`config.mk`:
```
export PLATFORM = sky130hd
export DESIGN_NAME = ifetch_unit_flat
export DESIGN_NICKNAME = d
export VERILOG_FILES = /design/src/rtl/ifetch_unit_if.sv /design/src/rtl/ifetch_unit.sv /design/src/flat_wrapper.sv
export SDC_FILE = /design/constraint.sdc
export NUM_CORES = 1
export LEC_CHECK = 0
export CORE_UTILIZATION = 27
export DETAILED_ROUTE_END_ITERATION = 8
export GPL_TIMING_DRIVEN = 0
export PLACE_DENSITY_LB_ADDON = 0.2
export SLEW_MARGIN = 20
export SYNTH_ARGS = -nofsm -noshare
export SYNTH_HDL_FRONTEND = slang
export SYNTH_SLANG_ARGS = --single-unit
```
`constraint.sdc`:
```
create_clock -name clk -period 5.6 [get_ports clk]
set_clock_uncertainty 0.15 [all_clocks]
set_input_delay 0.56 -clock clk [delete_from_list [all_inputs] [get_ports clk]]
set_output_delay 0.56 -clock clk [all_outputs]
set_load 0.02 [all_outputs]
```
`src/rtl/ifetch_unit_if.sv`:
```
// ifetch_unit_if: instruction memory read bus between fetch stage and memory.
// The fetch unit drives req/addr; memory answers with ack/data.
interface ifetch_unit_if #(
    parameter int ADDR_W = 16,
    parameter int DATA_W = 16
);
    logic              req;
    logic [ADDR_W-1:0] addr;
    logic              ack;
    logic [DATA_W-1:0] data;

    modport master (
        output req,
        output addr,
        input  ack,
        input  data
    );

    modport slave (
        input  req,
        input  addr,
        output ack,
        output data
    );
endinterface

```
`src/rtl/ifetch_unit.sv`:
```
// ifetch_unit: fetches one instruction word per request and owns the PC.
// Define IFETCH_PREFETCH_EN to add a one-entry sequential prefetch buffer.
module ifetch_unit #(
    parameter int                 ADDR_W   = 16,
    parameter int                 DATA_W   = 16,
    parameter logic [ADDR_W-1:0]  RESET_PC = '0
) (
    input  logic              clk,
    input  logic              rst_n,
    input  logic              fetch_start,
    input  logic              jump_en,
    input  logic [ADDR_W-1:0] jump_addr,
    ifetch_unit_if.master     im,
    output logic [DATA_W-1:0] ir_data,
    output logic              ir_wr,
    output logic              fetch_done,
    output logic              busy,
    output logic [ADDR_W-1:0] pc
);

`ifdef IFETCH_PREFETCH_EN
    typedef enum logic [1:0] {IDLE, REQ, LOAD, PREF} state_t;
`else
    typedef enum logic [1:0] {IDLE, REQ, LOAD} state_t;
`endif

    state_t            state;
    logic              req_q;
    logic [ADDR_W-1:0] addr_q;
    logic [ADDR_W-1:0] pc_q;
    logic [ADDR_W-1:0] pc_inc;
    logic [DATA_W-1:0] ir_q;
    logic              wr_q;
    logic              busy_q;
    logic              pend_vld;
    logic [ADDR_W-1:0] pend_addr;
`ifdef IFETCH_PREFETCH_EN
    logic [DATA_W-1:0] buf_data;
    logic              buf_vld;
    logic              pf_start;
    logic              pf_drop;
`endif

    assign pc_inc     = pc_q + 1'b1;
    assign im.req     = req_q;
    assign im.addr    = addr_q;
    assign ir_data    = ir_q;
    assign ir_wr      = wr_q;
    assign fetch_done = wr_q;
    assign busy       = busy_q;
    assign pc         = pc_q;

    // Fetch FSM; every output is a register updated here.
    always_ff @(posedge clk or negedge rst_n) begin
        if (!rst_n) begin
            state     <= IDLE;
            req_q     <= 1'b0;
            addr_q    <= RESET_PC;
            pc_q      <= RESET_PC;
            ir_q      <= '0;
            wr_q      <= 1'b0;
            busy_q    <= 1'b0;
            pend_vld  <= 1'b0;
            pend_addr <= '0;
`ifdef IFETCH_PREFETCH_EN
            buf_data  <= '0;
            buf_vld   <= 1'b0;
            pf_start  <= 1'b0;
            pf_drop   <= 1'b0;
`endif
        end else begin
            wr_q <= 1'b0;
`ifdef IFETCH_PREFETCH_EN
            // A jump makes any buffered sequential word stale.
            if (jump_en) buf_vld <= 1'b0;
`endif
            unique case (state)
                IDLE: begin
                    if (jump_en) begin
                        pc_q   <= jump_addr;
                        addr_q <= jump_addr;
                    end
                    if (fetch_start) begin
`ifdef IFETCH_PREFETCH_EN
                        if (buf_vld && !jump_en) begin
                            ir_q    <= buf_data;
                            buf_vld <= 1'b0;
                            wr_q    <= 1'b1;
                            busy_q  <= 1'b1;
                            state   <= LOAD;
                        end else
`endif
                        begin
                            req_q  <= 1'b1;
                            busy_q <= 1'b1;
                            state  <= REQ;
                        end
                    end
                end
                REQ: begin
                    if (jump_en) begin
                        pend_vld  <= 1'b1;
                        pend_addr <= jump_addr;
                    end
                    if (im.ack) begin
                        req_q <= 1'b0;
                        ir_q  <= im.data;
                        wr_q  <= 1'b1;
                        state <= LOAD;
                    end
                end
                LOAD: begin
                    state    <= IDLE;
                    busy_q   <= 1'b0;
                    pend_vld <= 1'b0;
                    if (jump_en) begin
                        pc_q   <= jump_addr;
                        addr_q <= jump_addr;
                    end else if (pend_vld) begin
                        pc_q   <= pend_addr;
                        addr_q <= pend_addr;
                    end else begin
                        pc_q   <= pc_inc;
                        addr_q <= pc_inc;
`ifdef IFETCH_PREFETCH_EN
                        req_q    <= 1'b1;
                        pf_start <= 1'b0;
                        pf_drop  <= 1'b0;
                        state    <= PREF;
`endif
                    end
                end
`ifdef IFETCH_PREFETCH_EN
                PREF: begin
                    if (jump_en) begin
                        pc_q    <= jump_addr;
                        pf_drop <= 1'b1;
                    end
                    if (fetch_start) pf_start <= 1'b1;
                    if (im.ack) begin
                        req_q  <= 1'b0;
                        addr_q <= jump_en ? jump_addr : pc_q;
                        state  <= IDLE;
                        if (pf_drop || jump_en) begin
                            if (pf_start || fetch_start) begin
                                req_q  <= 1'b1;
                                busy_q <= 1'b1;
                                state  <= REQ;
                            end
                        end else if (pf_start || fetch_start) begin
                            ir_q   <= im.data;
                            wr_q   <= 1'b1;
                            busy_q <= 1'b1;
                            state  <= LOAD;
                        end else begin
                            buf_data <= im.data;
                            buf_vld  <= 1'b1;
                        end
                    end
                end
`endif
                default: begin
                    state  <= IDLE;
                    req_q  <= 1'b0;
                    busy_q <= 1'b0;
                end
            endcase
        end
    end

endmodule

```
`src/flat_wrapper.sv`:
```
// flat-port wrapper written by rule: the top's interface ports become plain ports
module ifetch_unit_flat 
#(
    parameter int                 ADDR_W   = 16,
    parameter int                 DATA_W   = 16,
    parameter logic [ADDR_W-1:0]  RESET_PC = '0
)
  (clk, rst_n, fetch_start, jump_en, jump_addr, ir_data, ir_wr, fetch_done, busy, pc, im_req, im_addr, im_ack, im_data);
  ifetch_unit_if #(.ADDR_W(ADDR_W), .DATA_W(DATA_W)) im_i ();
  input  logic clk;
  input  logic rst_n;
  input  logic fetch_start;
  input  logic jump_en;
  input  logic [ADDR_W-1:0] jump_addr;
  output logic [DATA_W-1:0] ir_data;
  output logic ir_wr;
  output logic fetch_done;
  output logic busy;
  output logic [ADDR_W-1:0] pc;
  output wire logic [$bits(im_i.req)-1:0] im_req;
  output wire logic [$bits(im_i.addr)-1:0] im_addr;
  input wire logic [$bits(im_i.ack)-1:0] im_ack;
  input wire logic [$bits(im_i.data)-1:0] im_data;
  assign im_req = im_i.req;
  assign im_addr = im_i.addr;
  assign im_i.ack = im_ack;
  assign im_i.data = im_data;
  ifetch_unit #(.ADDR_W(ADDR_W), .DATA_W(DATA_W), .RESET_PC(RESET_PC)) u_core (.clk(clk), .rst_n(rst_n), .fetch_start(fetch_start), .jump_en(jump_en), .jump_addr(jump_addr), .im(im_i), .ir_data(ir_data), .ir_wr(ir_wr), .fetch_done(fetch_done), .busy(busy), .pc(pc));
endmodule
```
# Word-level counts from Yosys, hierarchy flattened
# Index checks and enable logic that the tools add are counted.
# op_classes
n_addsub	1
eq_ne	6
n_mux	15
n_bitwise	2
n_reduce_logical	10
# op_table
operator	n
$mux 16	3
$pmux 16 s2	1
$add 16x1->16 const B	1
$reduce_and 2->1	6
$ne 2x2->1 const B	4
$mux 1	5
$mux 2	2
$pmux 1 s2	2
$pmux 2 s2	1
$reduce_bool 2->1	2
$pmux 1 s3	1
$reduce_and 3->1	1
$eq 2x1->1 const B	1
$eq 2x2->1 const B	1
$logic_not 2->1	1
$not 1->1	2
# word_totals
regBits	54
in_bits	37
output_inout_bits	52
elab_cells	42

# Depth between registers and ports, before layout
# depth
ltp_word	4
mapped_depth	6
depth_no_buf	5

# Worst setup path after synthesis
# OpenSTA, ideal clock, no wires.
# synth_timing
kind	reg2reg
from	register u_core.pc_q[0] (netlist: u_core.pc[0])
to	register u_core.pc_q[10] (netlist: u_core.pc[10])
setup_time_ns	0.067
arrival_time_ns	1.891
required_time_ns	5.383
slack_ns	3.492
stages_incl_launch_ff	6
path_buffers	0
period_less_slack_ns	2.108
path_cell_list	dfrtp_1 > ha_1 > nand3_1 > or4_2 > a31oi_1 > a221o_1
# synth_between
elab_chain_cells	4
# synth_rtl
element	line_no	text
from (decl)	ifetch_unit.sv:30	logic [ADDR_W-1:0] pc_q;
from (signal assigned)	ifetch_unit.sv:80	pc_q <= jump_addr;
from (signal assigned)	ifetch_unit.sv:117	pc_q <= jump_addr;
from (signal assigned)	ifetch_unit.sv:120	pc_q <= pend_addr;
$add 16x1->16	ifetch_unit.sv:44	assign pc_inc = pc_q + 1'b1;
$mux 16	ifetch_unit.sv:119	end else if (pend_vld) begin
$mux 16	ifetch_unit.sv:116	if (jump_en) begin
$pmux 16 s2	ifetch_unit.sv:77	unique case (state)
# Every way passes these cells.
# A chain may end at the register's enable or synchronous reset.

# Worst setup path in the final report
# layout_timing
from	register u_core.pc_q[3] (netlist: u_core.pc[3])
to	output port pc[3]
# layout_rtl
element	line_no	text
to (decl)	flat_wrapper.sv:19	output logic [ADDR_W-1:0] pc;
# No word-level cell between the ends.

==> impl_metrics.json <==
{
  "worstMarginPinSlew_ps": 653,
  "start_util_pct": 28.2,
  "ctsHoldBuffers": 0,
  "drv_cap": 0,
  "slew_viol_final": 0,
  "synthArstFlopShare_pct": 100,
  "wl_per_cell_um": 14.9,
  "drtIter0Drc": 85,
  "drt_wl_total_um": 7370,
  "synth_edf_count": 0,
  "post_cts_resize_count": 0,
  "outcome": "finished clean",
  "clock_sinks": 54,
  "synthTopCellsByCount": "54 x dfrtp_1, 32 x mux2_2, 21 x nor2_1",
  "die_h_um": 104,
  "ys.flop_type": "dfrtp_1",
  "final_cells": 496,
  "cts.path.max_buffers": 2,
  "drc": 0,
  "cellLeakagePower_nw": 1.59,
  "crit_type": "flop to output port",
  "yosysTopAreaCellShare_pct": 48.3,
  "antenna_found_initial": 0,
  "die_x_um": 104,
  "startpoint": "u_core.pc[3]$_DFFE_PN0P_",
  "timing.rr.end": "u_core.pc[14]$_DFFE_PN0P_",
  "yosysSeqAreaShare_pct": 48.3,
  "first_pass_iters": 5,
  "io_pins": 89,
  "grt_max_degree": 30,
  "fmax_ghz": 0.432,
  "syn_inst": 267,
  "yosysTopAreaCell": "dfrtp_1",
  "n_fill_cell": 1005,
  "core-area_um2": 9910,
  "tns_ps": 0,
  "vias": 2406,
  "dpl.cell_count": 488,
  "hold_viol": 0,
  "syn_nets": 305,
  "grt_pass1_vias": 2377,
  "cts_tree": "built",
  "clkSlewWorstSetupHoldPaths_ps": 100,
  "synthDistinctLibCells": 48,
  "multi_input_area_um2": 1230,
  "place_hpwl_um": 5290,
  "htree_levels": 2,
  "min_period_ps": 2320,
  "cp-start-kind": "flop",
  "cp_max_fo": 8,
  "dieArea_um2": 10800,
  "clk-insertion-delay-late_ps": 310,
  "drive_above_1_share_pct": 19.0,
  "rsz0062_at_grt": "no",
  "critPathArrivalTime_ps": 1610,
  "fin_area_um2": 4000,
  "min_path_type": "input port to asynchronous set/reset pin",
  "r2r-start": "u_core.pc[0]$_DFFE_PN0P_",
  "gp_congestion": 0.769,
  "post_cts_buffers": 0,
  "ir_drop_v": 0.000230,
  "p_per_area_nw_per_um2": 577,
  "grtUsageTotal_pct": 14.1,
  "rows": 36,
  "syn_avg_cell_area_um2": 10.5,
  "synth.area.top_cells": "dfrtp_1 48%, mux2_2 13%, buf_4 4.6%",
  "finalSetupViolations": 0,
  "syn_area_um2": 2800,
  "maxSlewHeadroom_pct": 56.4,
  "antenna_cells": 0,
  "cts-root-buf": "clkbuf_8",
  "fin_nets": 400,
  "synth_warnings": 0,
  "detail-route-antenna-nets": 0,
  "grt_pass1_wl_um": 12200,
  "cp-endpoint": "pc[3]",
  "synth_seq_cells": 54,
  "port-buffer-count": 87,
  "ff_latch_area_um2": 1350,
  "required_ps": 4890,
  "placed_area_um2": 3850,
  "ff2ff_path_depth": 5,
  "yosysMostFrequentCell": "dfrtp_1",
  "cts_buffers": 5,
  "critPathCaptureType": "output port",
  "power_mw": 2.30,
  "routed_via_density": 4.85,
  "finalCritPeriodShare_pct": 41.4,
  "area_growth_pct": 42.8,
  "ff2ff_setup_slack_ps": 3410,
  "grt_remaining_overflow": 0
}
-- how the worst min path moves through the flow --
stage / start / end / slack, ps / cells past startpoint
after floorplan: rst_n / u_core.busy$_DFFE_PN0P_ / 110 / 0
after global placement: u_core.pend_addr[2]$_DFFE_PN0P_ / u_core.pend_addr[2]$_DFFE_PN0P_ / 340 / 1
after detailed placement: u_core.pend_addr[14]$_DFFE_PN0P_ / u_core.pend_addr[14]$_DFFE_PN0P_ / 340 / 1
after CTS: rst_n / u_core.state[0]$_DFFE_PN0P_ / 10 / 1
after global routing: rst_n / u_core.pend_addr[7]$_DFFE_PN0P_ / 20 / 1
final: rst_n / u_core.pend_addr[7]$_DFFE_PN0P_ / 0.4 / 1
-- cells in the final DEF, fill, tap and decap left out, drive strengths merged, types with 3 or more instances in the layout --
master         count
mux2i              4
nand2             13
clkdlybuf4s50     86
a31oi              4
clkbuf            15
buf               26
dfrtp             54
a211oi             5
nand2b             6
o31ai              6
o21bai             3
inv                3
or3                4
mux2              32
a21oi             14
nor3               8
a311oi             3
nand3              8
o21ai              7
nor2              21
o21a               4
o22ai              6
-- critical path, cell delays in order, from the launching register on --
cell and delay, ps:
dfrtp_1 540, buf_4 160, clkdlybuf4s50_1 590
-- report_power, final --
part	switching, mW	internal, mW
logic	0.579	0.646
registers	0.173	0.580
clock network	0.134	0.191
-- logic make-up after synthesis --
logic type	count (synthesis)	synth area share, %
AO/OA/AOI/OAI	62	14.9
XOR/XNOR	3	0.939
adder cells (fa/ha/maj)	1	0.447
buffers and inverters	37	7.74
flip-flops	54	48.3
multiplexers	36	14.3
AND/OR/NAND/NOR	74	13.3
-- per-stage QoR --
step / hold slack [ps] / utilization (%) / setup slack [ps]
after floorplan: 114 / - / 3490
after global placement: 338 / 38.7 / 1950
after detailed placement: 341 / 38.9 / 3140
after CTS: 13.3 / 40.3 / 3280
after global routing: 23.9 / 40.3 / 3210
final: 0.445 / 40.3 / 3280
-- state kept, by name (all words and copies together), names as in the netlist --
signal / cells
u_core.ir_data: 16
u_core.im.req: 1
u_core.pend_vld: 1
u_core.pc: 16
u_core.state: 2
u_core.fetch_done: 1
u_core.pend_addr: 16
u_core.busy: 1
-- routing by layer --
metal  vias up  share of wire (%)  track usage, %
li1       1144                  -               -
met1      1164                 46            18.4
met2        94                 46            23.3
met5         -                  0               0
met3         4                7.5            3.84
met4         0               0.39            3.06
-- cell type report --
cell class	count	area share [%]
buffer	33	5.04
sequential	54	33.8
tap	133	4.17
multi-input combinational	176	30.8
timing repair buffer	88	22.2
clock buffer	6	2.07
inverter	4	0.376
clock inverter	2	1.50
Note: power is estimated with default switching activity, not from simulation.
